--- config.mk ---
export PLATFORM = sky130hd
export DESIGN_NAME = fg_burst_packet_gen
export DESIGN_NICKNAME = d
export VERILOG_FILES = /design/src/rtl/fg_burst_packet_gen.sv
export SDC_FILE = /design/constraint.sdc
export NUM_CORES = 1
export LEC_CHECK = 0
export BUFFER_PORTS_ARGS = -buffer_cell sky130_fd_sc_hd__buf_2
export CORE_MARGIN = 2
export CORE_UTILIZATION = 25
export CTS_CLUSTER_DIAMETER = 150
export CTS_CLUSTER_SIZE = 28
export DETAILED_ROUTE_END_ITERATION = 10
export HOLD_SLACK_MARGIN = 0.08
export PLACE_DENSITY = 0.46
export SKIP_LAST_GASP = 1
export SLEW_MARGIN = 20
export SYNTH_ARGS = -nofsm -noshare
export SYNTH_HDL_FRONTEND = slang
export SYNTH_SLANG_ARGS = --single-unit
--- constraint.sdc ---
create_clock -name clk -period 6.33 [get_ports clk]
set_clock_uncertainty 0.1 [all_clocks]
set_input_delay 0.3165 -clock clk [delete_from_list [all_inputs] [get_ports clk]]
set_output_delay 0.3165 -clock clk [all_outputs]
set_load 0.02 [all_outputs]
--- src/rtl/fg_burst_packet_gen.sv ---
// Burst packet generator: splits a descriptor burst into MTU-sized packets,
// each emitted as a header followed by an AXI-Stream payload with a selectable byte pattern.
module fg_burst_packet_gen #(
    parameter int DEST_WIDTH      = 8,
    parameter int DATA_WIDTH      = 64,
    parameter int KEEP_WIDTH      = DATA_WIDTH / 8,
    parameter int LEN_WIDTH       = 16,
    parameter int BURST_LEN_WIDTH = 32,
    parameter int SEQ_WIDTH       = 16
) (
    input  logic                       clk,
    input  logic                       rst,

    input  logic                       input_bd_valid,
    output logic                       input_bd_ready,
    input  logic [DEST_WIDTH-1:0]      input_bd_dest,
    input  logic [BURST_LEN_WIDTH-1:0] input_bd_burst_len,
    input  logic [1:0]                 input_bd_mode,

    output logic                       output_hdr_valid,
    input  logic                       output_hdr_ready,
    output logic [DEST_WIDTH-1:0]      output_hdr_dest,
    output logic [LEN_WIDTH-1:0]       output_hdr_len,
    output logic [SEQ_WIDTH-1:0]       output_hdr_seq,
    output logic                       output_hdr_last,

    output logic [DATA_WIDTH-1:0]      output_payload_tdata,
    output logic [KEEP_WIDTH-1:0]      output_payload_tkeep,
    output logic                       output_payload_tvalid,
    input  logic                       output_payload_tready,
    output logic                       output_payload_tlast,
    output logic                       output_payload_tuser,

    output logic                       busy,

    input  logic [LEN_WIDTH-1:0]       payload_mtu,
    input  logic [7:0]                 ipg_cycles
);

    localparam logic [1:0] ST_IDLE    = 2'd0;
    localparam logic [1:0] ST_HDR     = 2'd1;
    localparam logic [1:0] ST_PAYLOAD = 2'd2;
    localparam logic [1:0] ST_GAP     = 2'd3;

    localparam int OFF_W = LEN_WIDTH + 1;

    logic [1:0]                 state;
    logic [DEST_WIDTH-1:0]      dest_r;
    logic [BURST_LEN_WIDTH-1:0] remaining;
    logic [1:0]                 mode_r;
    logic [LEN_WIDTH-1:0]       mtu_r;
    logic [7:0]                 ipg_r;
    logic [7:0]                 gap_cnt;
    logic [SEQ_WIDTH-1:0]       seq;
    logic [OFF_W-1:0]           off_r;

    logic                       bd_ready_r;
    logic                       hdr_valid_r;
    logic                       tvalid_r;
    logic                       tlast_r;
    logic [DATA_WIDTH-1:0]      tdata_r;
    logic [KEEP_WIDTH-1:0]      tkeep_r;

    logic [BURST_LEN_WIDTH-1:0] mtu_ext;
    logic                       cur_last;
    logic [LEN_WIDTH-1:0]       cur_len;
    logic [BURST_LEN_WIDTH-1:0] rem_after;

    logic [OFF_W-1:0]           beat_off;
    logic [OFF_W-1:0]           byte_idx;
    logic [DATA_WIDTH-1:0]      beat_data;
    logic [KEEP_WIDTH-1:0]      beat_keep;
    logic                       beat_last;

    // Packet length is derived from registered state only, so it stays stable through HDR and PAYLOAD.
    assign mtu_ext   = BURST_LEN_WIDTH'(mtu_r);
    assign cur_last  = (remaining <= mtu_ext);
    assign cur_len   = cur_last ? LEN_WIDTH'(remaining) : mtu_r;
    assign rem_after = remaining - BURST_LEN_WIDTH'(cur_len);

    assign beat_off  = (state == ST_HDR) ? '0 : off_r;

    always_comb begin
        beat_data = '0;
        beat_keep = '0;
        byte_idx  = '0;
        beat_last = ((beat_off + OFF_W'(KEEP_WIDTH)) >= OFF_W'(cur_len));
        for (int unsigned i = 0; i < KEEP_WIDTH; i++) begin
            byte_idx = beat_off + OFF_W'(i);
            if (byte_idx < OFF_W'(cur_len)) begin
                beat_keep[i] = 1'b1;
                case (mode_r)
                    2'd0:    beat_data[i*8 +: 8] = 8'(byte_idx);
                    2'd1:    beat_data[i*8 +: 8] = 8'h00;
                    2'd2:    beat_data[i*8 +: 8] = 8'(seq);
                    default: beat_data[i*8 +: 8] = 8'hFF;
                endcase
            end
        end
    end

    always_ff @(posedge clk or posedge rst) begin
        if (rst) begin
            state       <= ST_IDLE;
            dest_r      <= '0;
            remaining   <= '0;
            mode_r      <= '0;
            mtu_r       <= '0;
            ipg_r       <= '0;
            gap_cnt     <= '0;
            seq         <= '0;
            off_r       <= '0;
            bd_ready_r  <= 1'b0;
            hdr_valid_r <= 1'b0;
            tvalid_r    <= 1'b0;
            tlast_r     <= 1'b0;
            tdata_r     <= '0;
            tkeep_r     <= '0;
        end else begin
            case (state)
                ST_IDLE: begin
                    bd_ready_r <= 1'b1;
                    if (input_bd_valid && bd_ready_r) begin
                        dest_r    <= input_bd_dest;
                        remaining <= input_bd_burst_len;
                        mode_r    <= input_bd_mode;
                        mtu_r     <= (payload_mtu == '0) ? LEN_WIDTH'(1) : payload_mtu;
                        ipg_r     <= ipg_cycles;
                        if (input_bd_burst_len != '0) begin
                            state       <= ST_HDR;
                            hdr_valid_r <= 1'b1;
                            bd_ready_r  <= 1'b0;
                        end
                    end
                end
                ST_HDR: begin
                    if (output_hdr_ready) begin
                        state       <= ST_PAYLOAD;
                        hdr_valid_r <= 1'b0;
                        tvalid_r    <= 1'b1;
                        tdata_r     <= beat_data;
                        tkeep_r     <= beat_keep;
                        tlast_r     <= beat_last;
                        off_r       <= OFF_W'(KEEP_WIDTH);
                    end
                end
                ST_PAYLOAD: begin
                    if (output_payload_tready) begin
                        if (tlast_r) begin
                            tvalid_r  <= 1'b0;
                            tlast_r   <= 1'b0;
                            tdata_r   <= '0;
                            tkeep_r   <= '0;
                            remaining <= rem_after;
                            seq       <= seq + 1'b1;
                            if (ipg_r != '0) begin
                                state   <= ST_GAP;
                                gap_cnt <= ipg_r;
                            end else if (rem_after != '0) begin
                                state       <= ST_HDR;
                                hdr_valid_r <= 1'b1;
                            end else begin
                                state      <= ST_IDLE;
                                bd_ready_r <= 1'b1;
                            end
                        end else begin
                            tdata_r <= beat_data;
                            tkeep_r <= beat_keep;
                            tlast_r <= beat_last;
                            off_r   <= off_r + OFF_W'(KEEP_WIDTH);
                        end
                    end
                end
                default: begin
                    if (gap_cnt == 8'd1) begin
                        if (remaining != '0) begin
                            state       <= ST_HDR;
                            hdr_valid_r <= 1'b1;
                        end else begin
                            state      <= ST_IDLE;
                            bd_ready_r <= 1'b1;
                        end
                    end else begin
                        gap_cnt <= gap_cnt - 8'd1;
                    end
                end
            endcase
        end
    end

    assign input_bd_ready        = bd_ready_r;
    assign output_hdr_valid      = hdr_valid_r;
    assign output_hdr_dest       = dest_r;
    assign output_hdr_len        = cur_len;
    assign output_hdr_seq        = seq;
    assign output_hdr_last       = cur_last;
    assign output_payload_tdata  = tdata_r;
    assign output_payload_tkeep  = tkeep_r;
    assign output_payload_tvalid = tvalid_r;
    assign output_payload_tlast  = tlast_r;
    assign output_payload_tuser  = 1'b0;
    assign busy                  = (state != ST_IDLE);

endmodule

==> impl_metrics.ini, run 1 <==
[finish]
final_layout_size_suffix_gt1_share_pct = 18.7
fillCellCount = 5256
finish.net_count = 1848
antenna_cells_inserted = 0
final_cell_count_no_fill = 2353
layout-area-overhead-vs-synth_pct = 24.5
final_common_cell = buf_2
final_cell_area_um2 = 15500
layout_common_cells = buf_2, dfrtp_1, nand2_1
post-route-util_pct = 31.6

[power]
report.power.total_mw = 8.02
max_rail_drop_vdd_uv = 208
cellPowerDensity_nw_per_um2 = 519
p_leak_nw = 7.26

[logic_synthesis]
synthesis.area_um2 = 12400
yosys-top-cells-area = dfrtp_1, ha_1, o21ai_0
ys.warnings.count = 0
ys.flop_type = dfrtp_1
synthesis.instances = 1434
synth.ff_latch_count = 182
synth_largest_type_area_fraction_pct = 36.7
yosys.area.top_type = dfrtp_1
synth-async-reset-ratio_pct = 100
post_synthesis_average_cell_area_um2 = 8.66
synthDistinctLibCells = 88
synth_sequential_area_ratio_pct = 36.7
synth_edf_count = 0

[die]
core_area_um2 = 49000
rows = 81
floorplan.die_area_um2 = 51500
design.portCount = 190
die_w_um = 227
die_y_um = 227
starting_density_of_the_core_pct = 25.4

[global_routing]
grt.total_usage_pct = 17.6
antenna_violations_before_repair = 0
first_global_vias = 11236
grt_start_max_net_pins = 118
first_pass_grt_wire_length_um = 68400
grt_overflow_total = 0

[routing]
routed_wirelength_normalized_by_instance_count_um = 18.9
routed_via_density = 4.99
count_of_unresolved_drc_violations_after_routing = 0
drt-total-wl_um = 44400
drt_first_iter_violations = 709
via_count = 11731
route.antenna.remaining_nets = 0
firstDrtPassIters = 5

[worst_setup_path]
critPathCaptureType = register
worst_setup_path_start_kind = register
max_stage_delay_ps = 480
cells_along_the_critical_path = inv_1, ha_1, nand4_2, a2111o_1, and3_1, o21ai_4, inv_2, mux2_2, inv_1, ha_1, nand2_1, o21ai_0, a31oi_1, buf_4, a311o_1, nand4bb_1, nand3_4, nor4_4, or3_1, a2111oi_2, a2111oi_1, a211o_1
cp_max_fo = 9
critPathArrivalTime_ps = 6210
worstSetupPathType = reg2reg
critPathSlowestCell = a2111o_1
worst-endpoint-required_ps = 6610

[timing]
setup_viol_count_final = 0
finalHoldWorstSlack_ps = 123
slew_viol_final = 0
setup_ws_ps = 398
setup_repair_after_global_routing_missed_its_margin = false
fin_tns_setup_ps = 0
worst_slew_pin_slew_ps = 981
achievable-frequency_mhz = 169
layout_min_cycle_time_ps = 5930
total_count_of_hold_check_failures_in_the_final_report = 0
timing.max_slew.rel_slack_pct = 34.2
min_period_over_period_pct = 93.7

[cts]
cts_tree = built
root_buffer = clkbuf_16
cts_made_buffers = 17
cts-htree-levels = 4
clock_tree.buffer_depth = 2
worst_skew_pair.late_latency_ps = 490
clk_transition_reported_paths_ps = 80
tritoncts_num_sinks = 182

[placed_design]
dp.final_hpwl_um = 33900
place_worst_setup_slack_ps = 402
gp_routability_congestion = 0.875
dp.cells = 2264
detailed_place.area_um2 = 14300
port_buffers = 188

[status]
outcome = finished clean

[worst_hold_path]
worstHoldPathType = in2reg

[flow_run]
drv.max_cap_violation_count = 0
==> path summary, 6_finish.rpt <==
| path | slack, ps | from | to | cells past startpoint |
|---|---|---|---|---|
| max | 400 | mtu_r[13]$_DFFE_PP0P_ | output_hdr_valid$_DFFE_PP0P_ | 22 |
| min | 120 | input_bd_burst_len[2] | remaining[2]$_DFFE_PP0P_ | 3 |
| max reg2reg | 400 | mtu_r[13]$_DFFE_PP0P_ | output_hdr_valid$_DFFE_PP0P_ | 22 |
| min reg2reg | 370 | output_payload_tkeep[7]$_DFFE_PP0P_ | output_payload_tkeep[7]$_DFFE_PP0P_ | 2 |
| max in group asynchronous | 4310 | rst | off_r[10]$_DFFE_PP0P_ | 4 |
| min in group asynchronous | 370 | rst | mtu_r[12]$_DFFE_PP0P_ | 3 |
==> layout make-up <==
cell class / count / area [um^2] / area share [%]
clock buffer: 17 / 425 / 2.75
clock inverter: 15 / 178 / 1.15
inverter: 66 / 255 / 1.65
multi-input combinational: 1125 / 7410 / 47.9
sequential: 182 / 4550 / 29.5
tap: 664 / 831 / 5.37
timing repair buffer: 284 / 1800 / 11.7
==> power by group <==
part           internal [mW]  total [mW]  leakage (nW)  switching (mW)
Clock                  0.532        1.10         0.287           0.569
Combinational           1.74        4.83          4.67            3.09
Sequential              1.62        2.09          2.30           0.472
==> worst max-delay path, delay by kind of cell, from the launching register on <==
| family | cells | cell delay [ps] |
|---|---|---|
| flops | 1 | 440 |
| mux | 1 | 300 |
| fa+ha+maj | 2 | 660 |
| compound gates | 8 | 2420 |
| buf+inv | 4 | 550 |
| simple gates | 7 | 1320 |
==> cells in the mapped netlist (17+ instances only) <==
cell      number
xor2_1        27
and3_1        17
nand3_1       35
xnor2_1       37
dfrtp_1      182
and2_1        19
a21o_1        33
nor4_1        28
nand2_1      158
clkbuf_1      60
nand4_1       27
ha_1         100
nor3_1        19
nor2_1       130
inv_1         64
a22o_1        28
o21ai_0      123
a21oi_1      101
mux2_2        21
a31oi_1       22
==> flip-flops by register name, summed over array words and instances, names as in the netlist <==
| signal | flops |
|---|---|
| remaining | 32 |
| input_bd_ready | 1 |
| output_hdr_dest | 8 |
| ipg_r | 8 |
| output_payload_tdata | 64 |
| mode_r | 2 |
| output_hdr_valid | 1 |
| output_payload_tvalid | 1 |
| off_r | 14 |
| output_payload_tlast | 1 |
| gap_cnt | 8 |
| output_hdr_seq | 16 |
| mtu_r | 16 |
| output_payload_tkeep | 8 |
| state | 2 |
==> routing by layer <==
layer / up-vias / global-route usage, % / wire, um
met1: 5745 / 25.5 / 22000
met4: 0 / 5.92 / 923
met2: 263 / 26.1 / 19600
met5: - / 0 / 0
li1: 5677 / - / -
met3: 46 / 3.15 / 1930
==> what timing repair did <==
action	CTS	global route
setup buffers	0	0
hold buffers	57	0
resized for setup	0	1
endpoints found under the hold margin	174	0
setup endpoints to repair	0	1
==> kinds of logic (layout without fill, tap and decap cells) <==
| kind of cell | after synthesis | count (layout) | share of synthesized area, % |
|---|---|---|---|
| and+or+nand+nor | 493 | 493 | 19.6 |
| AOI/OAI and AO/OA | 430 | 430 | 22.3 |
| DFF | 182 | 182 | 36.7 |
| buffers and inverters | 135 | 382 | 4.23 |
| adders and majority gates | 101 | 101 | 10.2 |
| xor gates and xnor gates | 64 | 64 | 4.51 |
| muxes | 27 | 27 | 2.44 |
| other | 2 | 10 | 0.0605 |
No activity file was read; power rests on OpenSTA's default activity.
==> run 2, diff against run 1 <==
--- a/config.mk
+++ b/config.mk
@@ -6,13 +6,14 @@
 export NUM_CORES = 1
 export LEC_CHECK = 0
 export BUFFER_PORTS_ARGS = -buffer_cell sky130_fd_sc_hd__buf_2
+export CAP_MARGIN = 5
 export CORE_MARGIN = 2
-export CORE_UTILIZATION = 25
+export CORE_UTILIZATION = 32
 export CTS_CLUSTER_DIAMETER = 150
 export CTS_CLUSTER_SIZE = 28
 export DETAILED_ROUTE_END_ITERATION = 10
 export HOLD_SLACK_MARGIN = 0.08
-export PLACE_DENSITY = 0.46
+export PLACE_DENSITY = 0.54
 export SKIP_LAST_GASP = 1
 export SLEW_MARGIN = 20
 export SYNTH_ARGS = -nofsm -noshare
==> constraint.sdc (replaced) <==
create_clock -name clk -period 6.33 [get_ports clk]
set_clock_uncertainty 0.1 [all_clocks]
set_input_delay 1.266 -clock clk [delete_from_list [all_inputs] [get_ports clk]]
set_output_delay 1.266 -clock clk [all_outputs]
set_load 0.02 [all_outputs]
==> run 2 against run 1 <==
Hold slack improved by 240 ps; clock power barely moved; wire length fell by 6.1%; utilization rose by 6.6 points; design area fell by 4.9%; combinational power fell by 1%; fmax rose by 0.90%.
==> impl_metrics.ini, run 2 (synthesized netlist as in run 1, its figures left out) <==
[routing]
route.antenna.remaining_nets = 0
drt_first_iter_violations = 898
count_of_unresolved_drc_violations_after_routing = 0
firstDrtPassIters = 7
routed_via_density = 5.39
drt-total-wl_um = 41700
routed_wirelength_normalized_by_instance_count_um = 19.4
via_count = 11585

[power]
total_switching_power_mw = 4.09
clock_power_share_pct = 14.1
cell_internal_pwr_mw = 3.89
report.power.total_mw = 7.97
cellPowerDensity_nw_per_um2 = 543
comb_power_share_pct = 59.8
seq_power_share_pct = 26.1
p_leak_nw = 7.01
power.switching_fraction_pct = 51.3
max_rail_drop_vdd_uv = 219

[die]
design.portCount = 190
die_y_um = 201
starting_density_of_the_core_pct = 32.3
core_area_um2 = 38500
die_w_um = 201
rows = 72
floorplan.die_area_um2 = 40400

[placed_design]
dp.final_hpwl_um = 32000
port_buffers = 188
gp_routability_congestion = 0.907

[timing]
worst_slew_pin_slew_ps = 981
setup_repair_after_global_routing_missed_its_margin = false
timing.max_slew.rel_slack_pct = 34.3
achievable-frequency_mhz = 170
layout_min_cycle_time_ps = 5880
setup_viol_count_final = 0
total_count_of_hold_check_failures_in_the_final_report = 0
slew_viol_final = 0
min_period_over_period_pct = 92.9
fin_tns_setup_ps = 0

[finish]
final_layout_size_suffix_gt1_share_pct = 19.2
final_common_cell = buf_2
layout-area-overhead-vs-synth_pct = 18.3
finish.net_count = 1789
largest_register_ffs = 64
post-route-util_pct = 38.2
antenna_cells_inserted = 0
layout_common_cells = buf_2, dfrtp_1, nand2_1

[worst_setup_path]
crit_family = compound AO/OA/AOI/OAI gates
cells_along_the_critical_path = inv_1, ha_1, a211oi_1, nor2_1, a211oi_2, and3_1, o21ai_2, inv_2, mux2_2, inv_1, ha_1, a21oi_1, o21ai_0, a31oi_1, nor2b_1, a311oi_1, a211oi_2, nand2_1, mux2_1, a2111oi_0, and4_1, a2111oi_1, a211o_1
worstSetupPathType = reg2reg
critPathSlowestCell = dfrtp_1
critPathArrivalTime_ps = 6140
timing.reg2reg.setup_slack_ps = 450
max_stage_delay_ps = 430
critPathCaptureType = register
worst_setup_path_start_kind = register
crit_buf_inv = 3
cp_max_fo = 6
worst-endpoint-required_ps = 6590

[global_routing]
grt.total_usage_pct = 20.7
first_pass_grt_wire_length_um = 65800
grt_overflow_total = 0
first_global_vias = 11172
grt_start_max_net_pins = 82
antenna_violations_before_repair = 0

[cts]
cts-hold-fix-buffers = 0
cts-htree-levels = 4
root_buffer = clkbuf_16
tritoncts_num_sinks = 182
clock_tree.buffer_depth = 2
post_cts.repair.setup_buffers = 0
post_cts_resized = 0
cts_tree = built
clk_transition_reported_paths_ps = 80
worst_skew_pair.late_latency_ps = 460
cts_made_buffers = 17

[worst_hold_path]
worstHoldPathType = reg2reg

[status]
outcome = finished clean

[flow_run]
drv.max_cap_violation_count = 0
==> run 2: power by group through the flow <==
stage	registers (mW)	logic (mW)	clock network, mW
detailed placement	2.10	4.68	0
global route	2.16	5.22	1.20
global placement	2.08	4.68	0
floorplan	2.22	2.92	0
finish	2.08	4.77	1.12
CTS	2.08	4.71	1.16
==> run 2: final timing paths <==
| kind | from | to | cells past startpoint |
|---|---|---|---|
| min in group asynchronous | rst | mtu_r[10]$_DFFE_PP0P_ | 2 |
| max in group asynchronous | rst | output_hdr_seq[9]$_DFFE_PP0P_ | 3 |
| min reg2reg | output_payload_tkeep[7]$_DFFE_PP0P_ | output_payload_tkeep[7]$_DFFE_PP0P_ | 2 |
| max | mtu_r[13]$_DFFE_PP0P_ | output_hdr_valid$_DFFE_PP0P_ | 23 |
| min | output_payload_tkeep[7]$_DFFE_PP0P_ | output_payload_tkeep[7]$_DFFE_PP0P_ | 2 |
| max reg2reg | mtu_r[13]$_DFFE_PP0P_ | output_hdr_valid$_DFFE_PP0P_ | 23 |
==> run 2: worst reg2reg max path: stages, from the launching register on <==
cell	delay [ps]
dfrtp_1	430
inv_1	160
ha_1	280
a211oi_1	240
nor2_1	100
a211oi_2	290
and3_1	250
o21ai_2	90
inv_2	120
mux2_2	410
inv_1	170
ha_1	290
a21oi_1	140
o21ai_0	150
a31oi_1	430
nor2b_1	240
a311oi_1	80
a211oi_2	370
nand2_1	120
mux2_1	320
a2111oi_0	310
and4_1	310
a2111oi_1	100
a211o_1	290
==> run 2: layout make-up <==
cell class / count / area (um^2)
Fill cell: 3994 / 23800
Multi-Input combinational cell: 1125 / 7410
Sequential cell: 182 / 4550
Timing Repair Buffer: 225 / 1220
Tap cell: 518 / 648
Clock buffer: 17 / 425
Inverter: 66 / 255
Clock inverter: 15 / 183
==> run 2: routing by layer <==
| layer | up-vias | share of wire [%] | track usage (%) | wire [um] |
|---|---|---|---|---|
| met1 | 5628 | 49 | 30.8 | 20600 |
| met3 | 42 | 5.6 | 3.33 | 2330 |
| met4 | 0 | 1.8 | 5.90 | 770 |
| met2 | 373 | 43 | 30.7 | 18000 |
| li1 | 5542 | - | - | - |
| met5 | - | 0 | 0 | 0 |
==> run 2: through the flow <==
| step | setup WS, ps | area [um^2] | cells | hold WS, ps |
|---|---|---|---|---|
| after global routing | 78.3 | 14700 | 2148 | 397 |
| after floorplan | 20.3 | 12400 | 1442 | 371 |
| final | 451 | 14700 | 2148 | 365 |
| after global placement | 658 | 14100 | 2116 | 344 |
| after CTS | 519 | 14700 | 2148 | 369 |
| after detailed placement | 555 | 14100 | 2116 | 351 |
==> run 3, diff against run 2 <==
--- a/config.mk
+++ b/config.mk
@@ -7,11 +7,12 @@
 export LEC_CHECK = 0
 export BUFFER_PORTS_ARGS = -buffer_cell sky130_fd_sc_hd__buf_2
 export CAP_MARGIN = 5
-export CORE_MARGIN = 2
 export CORE_UTILIZATION = 32
 export CTS_CLUSTER_DIAMETER = 150
 export CTS_CLUSTER_SIZE = 28
 export DETAILED_ROUTE_END_ITERATION = 10
+export GPL_ROUTABILITY_DRIVEN = 0
+export GPL_TIMING_DRIVEN = 0
 export HOLD_SLACK_MARGIN = 0.08
 export PLACE_DENSITY = 0.54
 export SKIP_LAST_GASP = 1
==> run 3 against run 2 <==
Utilization is 1.2 points higher; clock power decreased by 7%; fmax down 3.3%; sequential share of layout area is 0.55 points lower; via count up 1.8%; register-to-register slack worse by 200 ps; die area fell by 2.0%; clock-buffer cell count rose by 1; flip-flop and latch count unchanged; global-route usage up 1.0 points; sequential power about the same; wire length up 2.2%; largest power group unchanged.
==> impl_metrics.ini, run 3 (synthesized netlist as in run 1, its figures left out) <==
[status]
outcome = finished clean

[worst_setup_path]
worst_setup_path_start_kind = register
worstSetupPathType = reg2reg
cp_max_fo = 9
critPathArrivalTime_ps = 6310
worst-endpoint-required_ps = 6570
critPathCaptureType = register

[timing]
worst_slew_pin_slew_ps = 995
slew_viol_final = 0
achievable-frequency_mhz = 165
finalHoldWorstSlack_ps = 368
total_count_of_hold_check_failures_in_the_final_report = 0
layout_min_cycle_time_ps = 6080
min_period_over_period_pct = 96.0
timing.max_slew.rel_slack_pct = 33.3
setup_viol_count_final = 0

[cts]
cts-hold-fix-buffers = 0
cts_made_buffers = 17
worst_skew_pair.late_latency_ps = 450
cts-htree-levels = 4
clock_tree.buffer_depth = 2
cts_tree = built
root_buffer = clkbuf_16
clk_transition_reported_paths_ps = 70
tritoncts_num_sinks = 182

[finish]
post-route-util_pct = 39.4
final_common_cell = buf_2
antenna_cells_inserted = 0
finish.net_count = 1840
largest_register_ffs = 64
layout_common_cells = buf_2, dfrtp_1, nand2_1
final_layout_size_suffix_gt1_share_pct = 19.1
layout-area-overhead-vs-synth_pct = 20.5
fillCellCount = 3972

[flow_run]
drv.max_cap_violation_count = 0

[die]
starting_density_of_the_core_pct = 32.7
design.portCount = 190
rows = 71
core_area_um2 = 37900
die_w_um = 199
floorplan.die_area_um2 = 39600
die_y_um = 199

[routing]
routed_wirelength_normalized_by_instance_count_um = 19.5
drt_first_iter_violations = 925
route.antenna.remaining_nets = 0
routed_via_density = 5.38
count_of_unresolved_drc_violations_after_routing = 0
via_count = 11795
drt-total-wl_um = 42600
firstDrtPassIters = 7

[placed_design]
port_buffers = 188
dp.final_hpwl_um = 32500

[global_routing]
grt_start_max_net_pins = 95
first_pass_grt_wire_length_um = 65500
antenna_violations_before_repair = 0
grt.total_usage_pct = 21.7
first_global_vias = 11236
grt_overflow_total = 0

[power]
report.power.total_mw = 8.08
p_leak_nw = 7.06
max_rail_drop_vdd_uv = 220
cellPowerDensity_nw_per_um2 = 540

[worst_hold_path]
worstHoldPathType = reg2reg
## run 3: changes by cell type in the layout (fill, tap and decap cells not counted), moves of 2 or more
cell / change
clkbuf_1: +56
buf_4: -13
a21oi_1: -8
a21oi_4: +8
buf_2: +3
clkinv_8: -3
inv_6: +3
buf_1: +2
nor2_4: -2
## run 3: final cells by class
class / count / area, um^2 / share of cell area, %
Buffer: 67 / 275 / 1.84
Clock inverter: 13 / 111 / 0.744
Timing Repair Buffer: 209 / 1120 / 7.48
Sequential cell: 182 / 4560 / 30.5
Clock buffer: 18 / 439 / 2.94
Inverter: 66 / 258 / 1.72
Multi-Input combinational cell: 1125 / 7560 / 50.6
Tap cell: 511 / 639 / 4.27
## run 3: final timing paths
path	from	to	slack, ps	depth (start not counted)
worst max-delay path	remaining[14]$_DFFE_PP0P_	output_hdr_valid$_DFFE_PP0P_	250	22
worst min-delay path	output_hdr_seq[15]$_DFFE_PP0P_	output_hdr_seq[15]$_DFFE_PP0P_	370	1
worst max register to register	remaining[14]$_DFFE_PP0P_	output_hdr_valid$_DFFE_PP0P_	250	22
worst min register to register	output_hdr_seq[15]$_DFFE_PP0P_	output_hdr_seq[15]$_DFFE_PP0P_	370	1
max in group asynchronous	rst	output_payload_tdata[51]$_DFFE_PP0P_	4410	3
min in group asynchronous	rst	mtu_r[7]$_DFFE_PP0P_	820	2
## run 3: power by group
group,switching [mW],internal [mW]
clock network,0.514,0.524
logic,3.21,1.78
registers,0.432,1.62
total,4.15,3.93
## run 3: timing repair
item,4_1_cts,5_1_grt
gates resized for setup,23,18
setup endpoints to repair,13,5
pin swaps,3,11
buffers inserted,3,17
gates cloned,0,0
## run 3: metal layers
metal	routed length, um	share of wire [%]	vias up	GRT usage [%]
li1	-	-	5648	-
met1	20300	48	5737	30.7
met2	18800	44	353	33.1
met3	2430	5.7	57	4.05
met4	1150	2.7	0	7.35
met5	0	0	-	0
## run 3: per-stage QoR
stage	setup WS [ps]	instances	setup TNS (ps)	cell area [um^2]
floorplan	20.3	1442	0	12400
global placement	-2500	2141	-456360	14000
detailed placement	-712	2142	-2280	14100
CTS	74.3	2176	0	14800
global route	-1.99	2191	-1.99	15000
finish	253	2191	0	15000
## run 3: worst max-delay path: stages (launching register included)
cell,delay (ps)
dfrtp_1,530
ha_1,380
nand4_2,170
a2111o_1,490
and3_1,190
buf_2,190
o21ai_4,270
inv_4,120
mux2_2,360
inv_2,140
ha_1,270
a21oi_1,190
o21ai_2,100
a31oi_2,220
nor2b_1,230
a311oi_1,80
a211oi_2,370
nand2_1,140
mux2_1,320
a2111oi_0,360
and4_2,350
a2111oi_1,100
a211o_1,280
